[src/rtl/id_regfile_sb_if.sv]
// Bundles the decode-stage read, issue and writeback signals of id_regfile_sb.
// No storage: pure wiring between the ID stage controller and the register file.
// Backpressure is the combinational stall/issue_ack pair driven by the slave.
interface id_regfile_sb_if #(
    parameter int WIDTH = 32,
    parameter int AW    = 5,
    parameter int NREAD = 2
);
    // Read ports, packed as port i at [i*AW +: AW] / [i*WIDTH +: WIDTH]
    logic [NREAD*AW-1:0]    rd_addr;
    logic [NREAD-1:0]       rd_used;
    logic [NREAD*WIDTH-1:0] rd_data;

    // Issue handshake from IF/ID
    logic                   issue_valid;
    logic                   issue_wr;
    logic [AW-1:0]          issue_rd;
    logic                   issue_ack;
    logic                   stall;

    // Writeback from MEM/WB
    logic                   wr_en;
    logic [AW-1:0]          wr_addr;
    logic [WIDTH-1:0]       wr_data;

    // Pipeline control and status
    logic                   flush;
    logic                   sb_err;

    modport master (
        output rd_addr, rd_used, issue_valid, issue_wr, issue_rd,
               wr_en, wr_addr, wr_data, flush,
        input  rd_data, issue_ack, stall, sb_err
    );

    modport slave (
        input  rd_addr, rd_used, issue_valid, issue_wr, issue_rd,
               wr_en, wr_addr, wr_data, flush,
        output rd_data, issue_ack, stall, sb_err
    );
endinterface

[src/rtl/id_regfile_sb.sv]
// Decode-stage register file with a saturating per-register pending-write scoreboard.
// Reads, stall and issue_ack are combinational (0 cycles); writes and counters update at the edge.
// Stalls an issue that reads a pending register or would push its destination past MAXPEND.
module id_regfile_sb #(
    parameter int WIDTH   = 32,
    parameter int NREGS   = 32,
    parameter int NREAD   = 2,
    parameter int BYPASS  = 1,
    parameter int MAXPEND = 3
) (
    input  logic             clk,
    input  logic             rst,
    id_regfile_sb_if.slave   bus
);
    // The interface instance must be built with the matching AW/WIDTH/NREAD.
    localparam int AW = $clog2(NREGS);
    localparam int CW = $clog2(MAXPEND + 1);

    logic [WIDTH-1:0] regs_q [NREGS];
    logic [WIDTH-1:0] regs_d [NREGS];
    logic [CW-1:0]    pend_q [NREGS];
    logic [CW-1:0]    pend_d [NREGS];
    logic             sb_err_q;
    logic             sb_err_d;

    logic [AW-1:0]          rd_a [NREAD];
    logic [NREGS-1:0]       clr_v;
    logic [NREGS-1:0]       inc_v;
    logic [NREGS-1:0]       dec_v;
    logic [NREAD*WIDTH-1:0] rd_data_c;
    logic                   src_haz;
    logic                   dst_haz;
    logic                   stall_c;
    logic                   ack_c;

    // Unpack read addresses and decode which register this cycle's writeback retires.
    always_comb begin
        for (int i = 0; i < NREAD; i++) begin
            rd_a[i] = bus.rd_addr[i*AW +: AW];
        end
        clr_v = '0;
        for (int r = 1; r < NREGS; r++) begin
            clr_v[r] = bus.wr_en && (bus.wr_addr == AW'(r));
        end
    end

    // Read muxes and source hazards; a bypassed writeback retiring the last pending write unblocks the read.
    always_comb begin
        rd_data_c = '0;
        src_haz   = 1'b0;
        for (int i = 0; i < NREAD; i++) begin
            if (rd_a[i] != '0) begin
                if (BYPASS == 1 && bus.wr_en && bus.wr_addr == rd_a[i]) begin
                    rd_data_c[i*WIDTH +: WIDTH] = bus.wr_data;
                end else begin
                    rd_data_c[i*WIDTH +: WIDTH] = regs_q[rd_a[i]];
                end
                if (bus.rd_used[i] && pend_q[rd_a[i]] != '0 &&
                    !(BYPASS == 1 && clr_v[rd_a[i]] && pend_q[rd_a[i]] == CW'(1))) begin
                    src_haz = 1'b1;
                end
            end
        end
    end

    // Destination hazard keeps the counter from exceeding MAXPEND; a same-cycle writeback frees a slot.
    always_comb begin
        dst_haz = bus.issue_wr && (bus.issue_rd != '0) &&
                  (pend_q[bus.issue_rd] == CW'(MAXPEND)) && !clr_v[bus.issue_rd];
        stall_c = bus.issue_valid && (src_haz || dst_haz);
        ack_c   = bus.issue_valid && !stall_c;
    end

    // Per-register increment (accepted issue) and decrement (retiring writeback) requests.
    always_comb begin
        inc_v = '0;
        dec_v = '0;
        for (int r = 1; r < NREGS; r++) begin
            inc_v[r] = ack_c && bus.issue_wr && (bus.issue_rd == AW'(r));
            dec_v[r] = clr_v[r] && (pend_q[r] != '0);
        end
    end

    // Next state: register writes always land; flush zeroes counters; underflow is sticky in sb_err.
    always_comb begin
        sb_err_d = sb_err_q;
        for (int r = 0; r < NREGS; r++) begin
            regs_d[r] = regs_q[r];
            pend_d[r] = pend_q[r];
            if (clr_v[r]) begin
                regs_d[r] = bus.wr_data;
                if (pend_q[r] == '0) begin
                    sb_err_d = 1'b1;
                end
            end
            if (bus.flush) begin
                pend_d[r] = '0;
            end else if (inc_v[r] && !dec_v[r]) begin
                pend_d[r] = pend_q[r] + CW'(1);
            end else if (dec_v[r] && !inc_v[r]) begin
                pend_d[r] = pend_q[r] - CW'(1);
            end
        end
    end

    // State registers with synchronous active-low reset.
    always_ff @(posedge clk) begin
        if (!rst) begin
            for (int r = 0; r < NREGS; r++) begin
                regs_q[r] <= '0;
                pend_q[r] <= '0;
            end
            sb_err_q <= 1'b0;
        end else begin
            for (int r = 0; r < NREGS; r++) begin
                regs_q[r] <= regs_d[r];
                pend_q[r] <= pend_d[r];
            end
            sb_err_q <= sb_err_d;
        end
    end

    assign bus.rd_data   = rd_data_c;
    assign bus.stall     = stall_c;
    assign bus.issue_ack = ack_c;
    assign bus.sb_err    = sb_err_q;
endmodule

[src/flat_wrapper.sv]
// flat-port wrapper written by rule: the top's interface ports become plain ports
module id_regfile_sb_flat 
#(
    parameter int WIDTH   = 32,
    parameter int NREGS   = 32,
    parameter int NREAD   = 2,
    parameter int BYPASS  = 1,
    parameter int MAXPEND = 3
)
  (clk, rst, bus_rd_addr, bus_rd_used, bus_issue_valid, bus_issue_wr, bus_issue_rd, bus_wr_en, bus_wr_addr, bus_wr_data, bus_flush, bus_rd_data, bus_issue_ack, bus_stall, bus_sb_err);
  id_regfile_sb_if #(.WIDTH(WIDTH), .AW((5)), .NREAD(NREAD)) bus_i ();
  input  logic clk;
  input  logic rst;
  input wire logic [$bits(bus_i.rd_addr)-1:0] bus_rd_addr;
  input wire logic [$bits(bus_i.rd_used)-1:0] bus_rd_used;
  input wire logic [$bits(bus_i.issue_valid)-1:0] bus_issue_valid;
  input wire logic [$bits(bus_i.issue_wr)-1:0] bus_issue_wr;
  input wire logic [$bits(bus_i.issue_rd)-1:0] bus_issue_rd;
  input wire logic [$bits(bus_i.wr_en)-1:0] bus_wr_en;
  input wire logic [$bits(bus_i.wr_addr)-1:0] bus_wr_addr;
  input wire logic [$bits(bus_i.wr_data)-1:0] bus_wr_data;
  input wire logic [$bits(bus_i.flush)-1:0] bus_flush;
  output wire logic [$bits(bus_i.rd_data)-1:0] bus_rd_data;
  output wire logic [$bits(bus_i.issue_ack)-1:0] bus_issue_ack;
  output wire logic [$bits(bus_i.stall)-1:0] bus_stall;
  output wire logic [$bits(bus_i.sb_err)-1:0] bus_sb_err;
  assign bus_i.rd_addr = bus_rd_addr;
  assign bus_i.rd_used = bus_rd_used;
  assign bus_i.issue_valid = bus_issue_valid;
  assign bus_i.issue_wr = bus_issue_wr;
  assign bus_i.issue_rd = bus_issue_rd;
  assign bus_i.wr_en = bus_wr_en;
  assign bus_i.wr_addr = bus_wr_addr;
  assign bus_i.wr_data = bus_wr_data;
  assign bus_i.flush = bus_flush;
  assign bus_rd_data = bus_i.rd_data;
  assign bus_issue_ack = bus_i.issue_ack;
  assign bus_stall = bus_i.stall;
  assign bus_sb_err = bus_i.sb_err;
  id_regfile_sb #(.WIDTH(WIDTH), .NREGS(NREGS), .NREAD(NREAD), .BYPASS(BYPASS), .MAXPEND(MAXPEND)) u_core (.clk(clk), .rst(rst), .bus(bus_i));
endmodule
[config.mk]
export PLATFORM = sky130hd
export DESIGN_NAME = id_regfile_sb_flat
export DESIGN_NICKNAME = d
export VERILOG_FILES = /design/src/rtl/id_regfile_sb_if.sv /design/src/rtl/id_regfile_sb.sv /design/src/flat_wrapper.sv
export SDC_FILE = /design/constraint.sdc
export NUM_CORES = 2
export LEC_CHECK = 0
export CORE_ASPECT_RATIO = 0.75
export CORE_MARGIN = 4
export CORE_UTILIZATION = 55
export DETAILED_ROUTE_END_ITERATION = 16
export PLACE_DENSITY = 0.72
export SLEW_MARGIN = 20
export SYNTH_ARGS = -nofsm -noshare
export SYNTH_HDL_FRONTEND = slang
export SYNTH_SLANG_ARGS = --single-unit
[constraint.sdc]
create_clock -name clk -period 5.5 [get_ports clk]
set_input_delay 1.375 -clock clk [delete_from_list [all_inputs] [get_ports clk]]
set_output_delay 1.375 -clock clk [all_outputs]
set_load 0.005 [all_outputs]
== Word level (Yosys, flattened, before mapping) ==
Memory sizes are Yosys's and may differ from the RTL's.
Index checks and enable logic that the tools add are counted.

* RAM bits: 1088
* Memories kept: 2
* Output and inout bits: 67
* Logic and storage cells: 835
* Input port bits: 60
* Flip-flop bits (word level): 1

* Reduce and logical (&&, ||, !) cells: 336
* Muxes and demuxes: 267
* Equality and inequality tests: 100
* Bitwise logic cells: 64
* Add/subtract/negate cells: 62
* Magnitude comparators: 3

{| class="wikitable"
|+ Memories
! memory !! words !! width !! read ports !! clocked after Yosys merged registers in !! wr ports !! line !! source
|-
| u_core.regs_q || 32 || 32 || 2 || 0 || 32 || id_regfile_sb.sv:19 || <nowiki>logic [WIDTH-1:0] regs_q [NREGS];</nowiki>
|-
| u_core.pend_q || 32 || 2 || 34 || 0 || 32 || id_regfile_sb.sv:21 || <nowiki>logic [CW-1:0] pend_q [NREGS];</nowiki>
|}

{| class="wikitable"
|+ Operator list
! kind !! count
|-
| 32-bit two-way mux || 67
|-
| 2-bit two-way mux || 126
|-
| 1-bit logical AND || 169
|-
| 5-bit equality test, second input constant || 32
|-
| 5-bit by 4-bit equality test with 1-bit output, second input constant || 16
|-
| 1-bit two-way mux || 71
|-
| 1-bit logical NOT || 66
|-
| 2-bit AND reduction || 33
|-
| 2-bit nonzero test || 33
|-
| 1-bit bitwise OR || 64
|-
| 2-bit by 1-bit adder with 2-bit output, second input constant || 31
|-
| 2-bit logical NOT || 31
|-
| 2-bit by 1-bit subtractor with 2-bit output, second input constant || 31
|-
| 5-bit by 3-bit equality test with 1-bit output, second input constant || 8
|-
| 1-bit inequality test, second input constant || 32
|-
| 5-bit by 2-bit equality test with 1-bit output, second input constant || 4
|-
| 5-bit by 6-bit less-than comparator with 1-bit output, second input constant || 3
|-
| 1-bit binary-select mux with 5-bit select || 3
|-
| 5-bit nonzero test || 3
|-
| 5-bit by 1-bit equality test with 1-bit output, second input constant || 2
|-
| 5-bit equality test || 2
|-
| 2-bit by 1-bit equality test with 1-bit output, second input constant || 2
|-
| 2-bit equality test, second input constant || 1
|-
| 1-bit logical OR || 1
|-
| 0-bit inequality test || 1
|}

== Depth between registers and ports, before layout ==
An unclocked memory read counts as a cell.

* Depth after elaboration: 64
* Gate-level depth with buffers: 16
* Mapped depth without buffers: 11

== Worst setup path after synthesis ==
OpenSTA, ideal clock, no wires.

* Path type: input port to output port
* From: input bus_rd_addr[1]
* To: output bus_rd_data[1]
* Path buffers: 4
* Arrival: 3483 ps
* Data required time: 4125 ps
* Cell stages on the path: 10
* Path slack: 642 ps
* Path through: buf_2 -> buf_2 -> clkbuf_1 -> clkbuf_1 -> mux4_2 -> mux4_2 -> mux2i_1 -> nor2_1 -> a21oi_1 -> nor2_1

* Word-level cells in the longest chain between the ends: 4
* Elaborated cells on any way between the ends: 6
* Classes of those cells: eq/ne (1); mux (2); reduce/logical (2); memory (1)

{| class="wikitable"
|+ RTL lines
! item !! line !! source
|-
| from (decl) || flat_wrapper.sv:14 || <nowiki>input wire logic [$bits(bus_i.rd_addr)-1:0] bus_rd_addr;</nowiki>
|-
| branches (longest 3 deep; another with memory read 32 x 32 bit) || n/a ||
|-
| 32-bit two-way mux (*) || id_regfile_sb.sv:52 || <nowiki>if (rd_a[i] != '0) begin</nowiki>
|-
| to (decl) || flat_wrapper.sv:23 || <nowiki>output wire logic [$bits(bus_i.rd_data)-1:0] bus_rd_data;</nowiki>
|}

Mark *: on every way between the ends.

== Worst setup path after layout ==
* From: input bus_wr_addr[0]
* To: output bus_rd_data[49]

* Word-level cells in the longest chain between the ends: 4

{| class="wikitable"
|+ RTL lines
! item !! line !! source
|-
| from (decl) || flat_wrapper.sv:20 || <nowiki>input wire logic [$bits(bus_i.wr_addr)-1:0] bus_wr_addr;</nowiki>
|-
| 5-bit equality test || id_regfile_sb.sv:53 || <nowiki>if (BYPASS == 1 && bus.wr_en && bus.wr_addr == rd_a[i]) begin</nowiki>
|-
| 1-bit logical AND || id_regfile_sb.sv:53 ||
|-
| 32-bit two-way mux || id_regfile_sb.sv:53 ||
|-
| 32-bit two-way mux || id_regfile_sb.sv:52 ||
|}

Every way passes these cells.

==> impl_metrics.toml <==
[cts]
cts-hold-fix-buffers = 0
ctsRootBufferMaster = "clkbuf_16"
numCtsBuffers = 103
h-tree-depth = 3
cts_num_sinks = 1055
clk_latency_ns = 0.72
cts_tree = "built"
clockBufferDepth = 3
clk_pin_slew_ns = 0.06

[synth]
synth_area_per_cell_sq_um = 15.0
netlist_instances = 3668
synth-edff-count = 992
synth_warnings = 0
ys_types = 73
synth-seq-cells = 1055
async_reset_ff_frac = 0
syn-num-nets = 3759
synth_area_sq_um = 55200
synthFlopType = "edfxtp_1"
ys_seq_area_frac = 0.563

[timing]
min_period_ns = 5.48
setup_viol = 0
fin_crit_sh = 0.997
slew_headroom = 0.284
fmax_mhz = 182
slew_viol_final = 0
rsz0062_at_grt = "yes"
clock_skew_ns = 0.0206
hold_viol_final = 0
fin_tns_setup_ns = 0
hold_slack_ns = 0.581
worst_slew_pin_slew_ns = 1.07

[worst_setup_path]
path_buf_inv = 5
r2r_slack_ns = 1.86
reg2regPathDepth = 11
cpMaxStageDelayCell = "clkdlybuf4s50_1"
startpoint_type = "primary input"
cpLargestDelayFamily = "buffers and inverters"
cp.required_ns = 4.12
critPathMaxStageDelay_ns = 0.50
end_kind = "output pin"
path_class = "primary input to output pin"
rr_endpoint = "u_core.pend_q[19][1]"
reg2reg_from = "u_core.pend_q[2][0]"
crit_arrival_ns = 4.11
path_cells = "clkdlybuf4s50_1, buf_12, xor2_2, or3_4, nor2_4, buf_12, clkbuf_16, nor3_1, a21oi_1, nor2_1, clkdlybuf4s50_1"
worstPathMaxFanout = 16

[detailed_routing]
post_drt_wl_per_cell_um = 35.5
drtPass1Iterations = 6
ant_nets = 0
wl_met3_mm = 28.7
wl_mm = 186
dr_wl_met2_mm = 83.2
vias = 37800
wl_met1_mm = 64.9
drt_iter0_drc = 6224
drc = 0
avgViaCountPerCell = 7.21
dr.max_layer_used = "met4"

[floorplan]
die_h_um = 282
die_area_sq_um = 106000
initial_core_util = 0.556
io_pins = 127
coreArea_sq_um = 99300
die_x_um = 374
rows = 100

[hold_path]
min_from = "u_core.pend_q[21][1]"
hold_depth = 2
hold_end = "u_core.pend_q[21][1]"
hold_path.class = "register to register"

[power]
p_clk_frac = 0.353
pwr-share-comb = 0.154
internal_power_mw = 14.6
seqPwrFrac = 0.493
leakage_nw = 21.5
p_sw_mw = 4.84
switching_share = 0.249
max-vdd-ir-drop_mv = 0.294
powerDensity_nw_per_um2 = 306

[place]
globalplace.congestion = 0.928
hpwl_mm = 112
io_buffers = 126

[final_layout]
drive_gt1_frac = 0.308
nNetsFinal = 3938
area_delta_synth_final_pct = 15.2
nFillCells = 7020

[global_routing]
grt_max_degree = 63
grt_pass1_wl_mm = 263
grt_pass1_vias = 36600
antenna_found_initial = 1
grt_usage = 0.351
gr-total-overflow = 0

[outcome]
outcome = "completed"

[flow_run]
max_cap_violations = 0
## how the worst max path moves through the flow
stage,start,endpoint,slack [ns],depth (start not counted)
floorplan,bus_rd_addr[1],bus_rd_data[1],0.64,10
global placement,bus_rd_addr[7],bus_rd_data[50],-0.03,11
detailed placement,bus_rd_addr[7],bus_rd_data[50],-0.04,11
CTS,bus_wr_addr[4],bus_stall,0.006,10
global route,bus_wr_addr[0],bus_stall,-0.08,10
finish,bus_wr_addr[0],bus_rd_data[49],0.02,11
## Yosys cell counts (8+ instances only)
| master | n | area (sq um) |
|---|---|---|
| mux4_2 | 603 | 13600 |
| inv_1 | 40 | 150 |
| a22o_1 | 64 | 561 |
| a21oi_1 | 105 | 526 |
| buf_1 | 22 | 82.6 |
| or3_1 | 39 | 244 |
| mux2_2 | 71 | 800 |
| nor2_1 | 767 | 2880 |
| nor2b_1 | 13 | 81.3 |
| nand3_1 | 23 | 115 |
| edfxtp_1 | 992 | 29800 |
| o211ai_1 | 8 | 60.1 |
| buf_2 | 75 | 375 |
| nand2_1 | 88 | 330 |
| nand2b_1 | 12 | 75.1 |
| nor3_1 | 86 | 430 |
| nor4_1 | 11 | 68.8 |
| o21ai_0 | 59 | 295 |
| mux2i_1 | 51 | 510 |
| o21bai_1 | 10 | 75.1 |
| xor2_1 | 67 | 587 |
| dfxtp_1 | 63 | 1260 |
| ha_1 | 31 | 388 |
| nand4_1 | 11 | 68.8 |
| clkbuf_1 | 247 | 927 |
## power by group through the flow
stage / Combinational, mW / Sequential (mW) / Clock [mW]
global route: 3.10 / 9.64 / 7.27
CTS: 2.94 / 9.58 / 6.91
floorplan: 1.73 / 9.65 / 0
detailed placement: 2.92 / 9.74 / 0
global placement: 2.90 / 9.70 / 0
finish: 2.99 / 9.60 / 6.88
## metal layers
metal	vias up	global-route usage
li1	14800	-
met1	19200	0.485
met2	3275	0.527
met3	561	0.107
met4	0	0.146
met5	-	0
## area by class of cell
type / count / area, sq um / area share
Clock inverter: 47 / 464 / 0.00730
Multi-Input combinational cell: 2214 / 22800 / 0.359
Tap cell: 1326 / 1660 / 0.0261
Inverter: 43 / 166 / 0.00262
Antenna cell: 2 / 5.00 / 0.0000787
Clock buffer: 128 / 2690 / 0.0424
Sequential cell: 1055 / 31000 / 0.488
Timing Repair Buffer: 430 / 4690 / 0.0738
## per-stage QoR
step           utilization  cells  setup WS, ns  instance area, sq um  power [mW]
6_report             0.640   5245        0.0179                 63600        19.5
5_1_grt              0.640   5243       -0.0784                 63600        20.0
3_3_place_gp         0.606   5066       -0.0348                 60200        12.6
4_1_cts              0.638   5241       0.00626                 63400        19.4
2_1_floorplan            -   3668         0.642                 55200        11.4
3_5_place_dp         0.606   5066       -0.0426                 60200        12.7
## state kept, by name, indices dropped and copies added, names as in the netlist
| name | flops |
|---|---|
| u_core.regs_q | 992 |
| u_core.pend_q | 62 |
| u_core.bus.sb_err | 1 |
## worst reg2reg max path, cell delays in order, from the launching register on
cell      delay, ns
dfxtp_1        0.42
mux2_2         0.36
a222oi_1       0.48
a211oi_1       0.08
or4_1          0.43
nand4_2        0.16
nand4_4        0.11
buf_4          0.28
nor3_1         0.43
ha_1           0.35
or3_1          0.36
a21oi_1        0.14
## layout by cell type (no fill, tap or decap), types with 31 or more instances in the layout
cell / n
nor2_1: 757
o21ai_0: 50
nor3_1: 83
edfxtp_1: 992
mux2_2: 71
a21oi_1: 105
clkbuf_16: 105
buf_4: 218
nand2_1: 65
ha_1: 31
a22o_1: 64
inv_1: 40
clkdlybuf4s50_1: 112
dfxtp_1: 63
xor2_1: 65
mux2i_1: 50
buf_12: 80
or3_1: 34
mux4_2: 603
## timing repair
action,4_1_cts,5_1_grt
resized for setup,7,29
setup endpoints to repair,4,16
pin swaps,0,1
gates cloned,0,1
buffers inserted,0,1
## cells by family after synthesis
kind of cell | Yosys count | synth area share
AND/OR/NAND/NOR | 1083 | 0.0828
multiplexers | 726 | 0.270
XOR/XNOR | 74 | 0.0117
buffers and inverters | 399 | 0.0300
AO/OA/AOI/OAI | 300 | 0.0360
flip-flops | 1055 | 0.563
adder cells (fa/ha/maj) | 31 | 0.00703
Note: power is estimated with default switching activity, not from simulation.
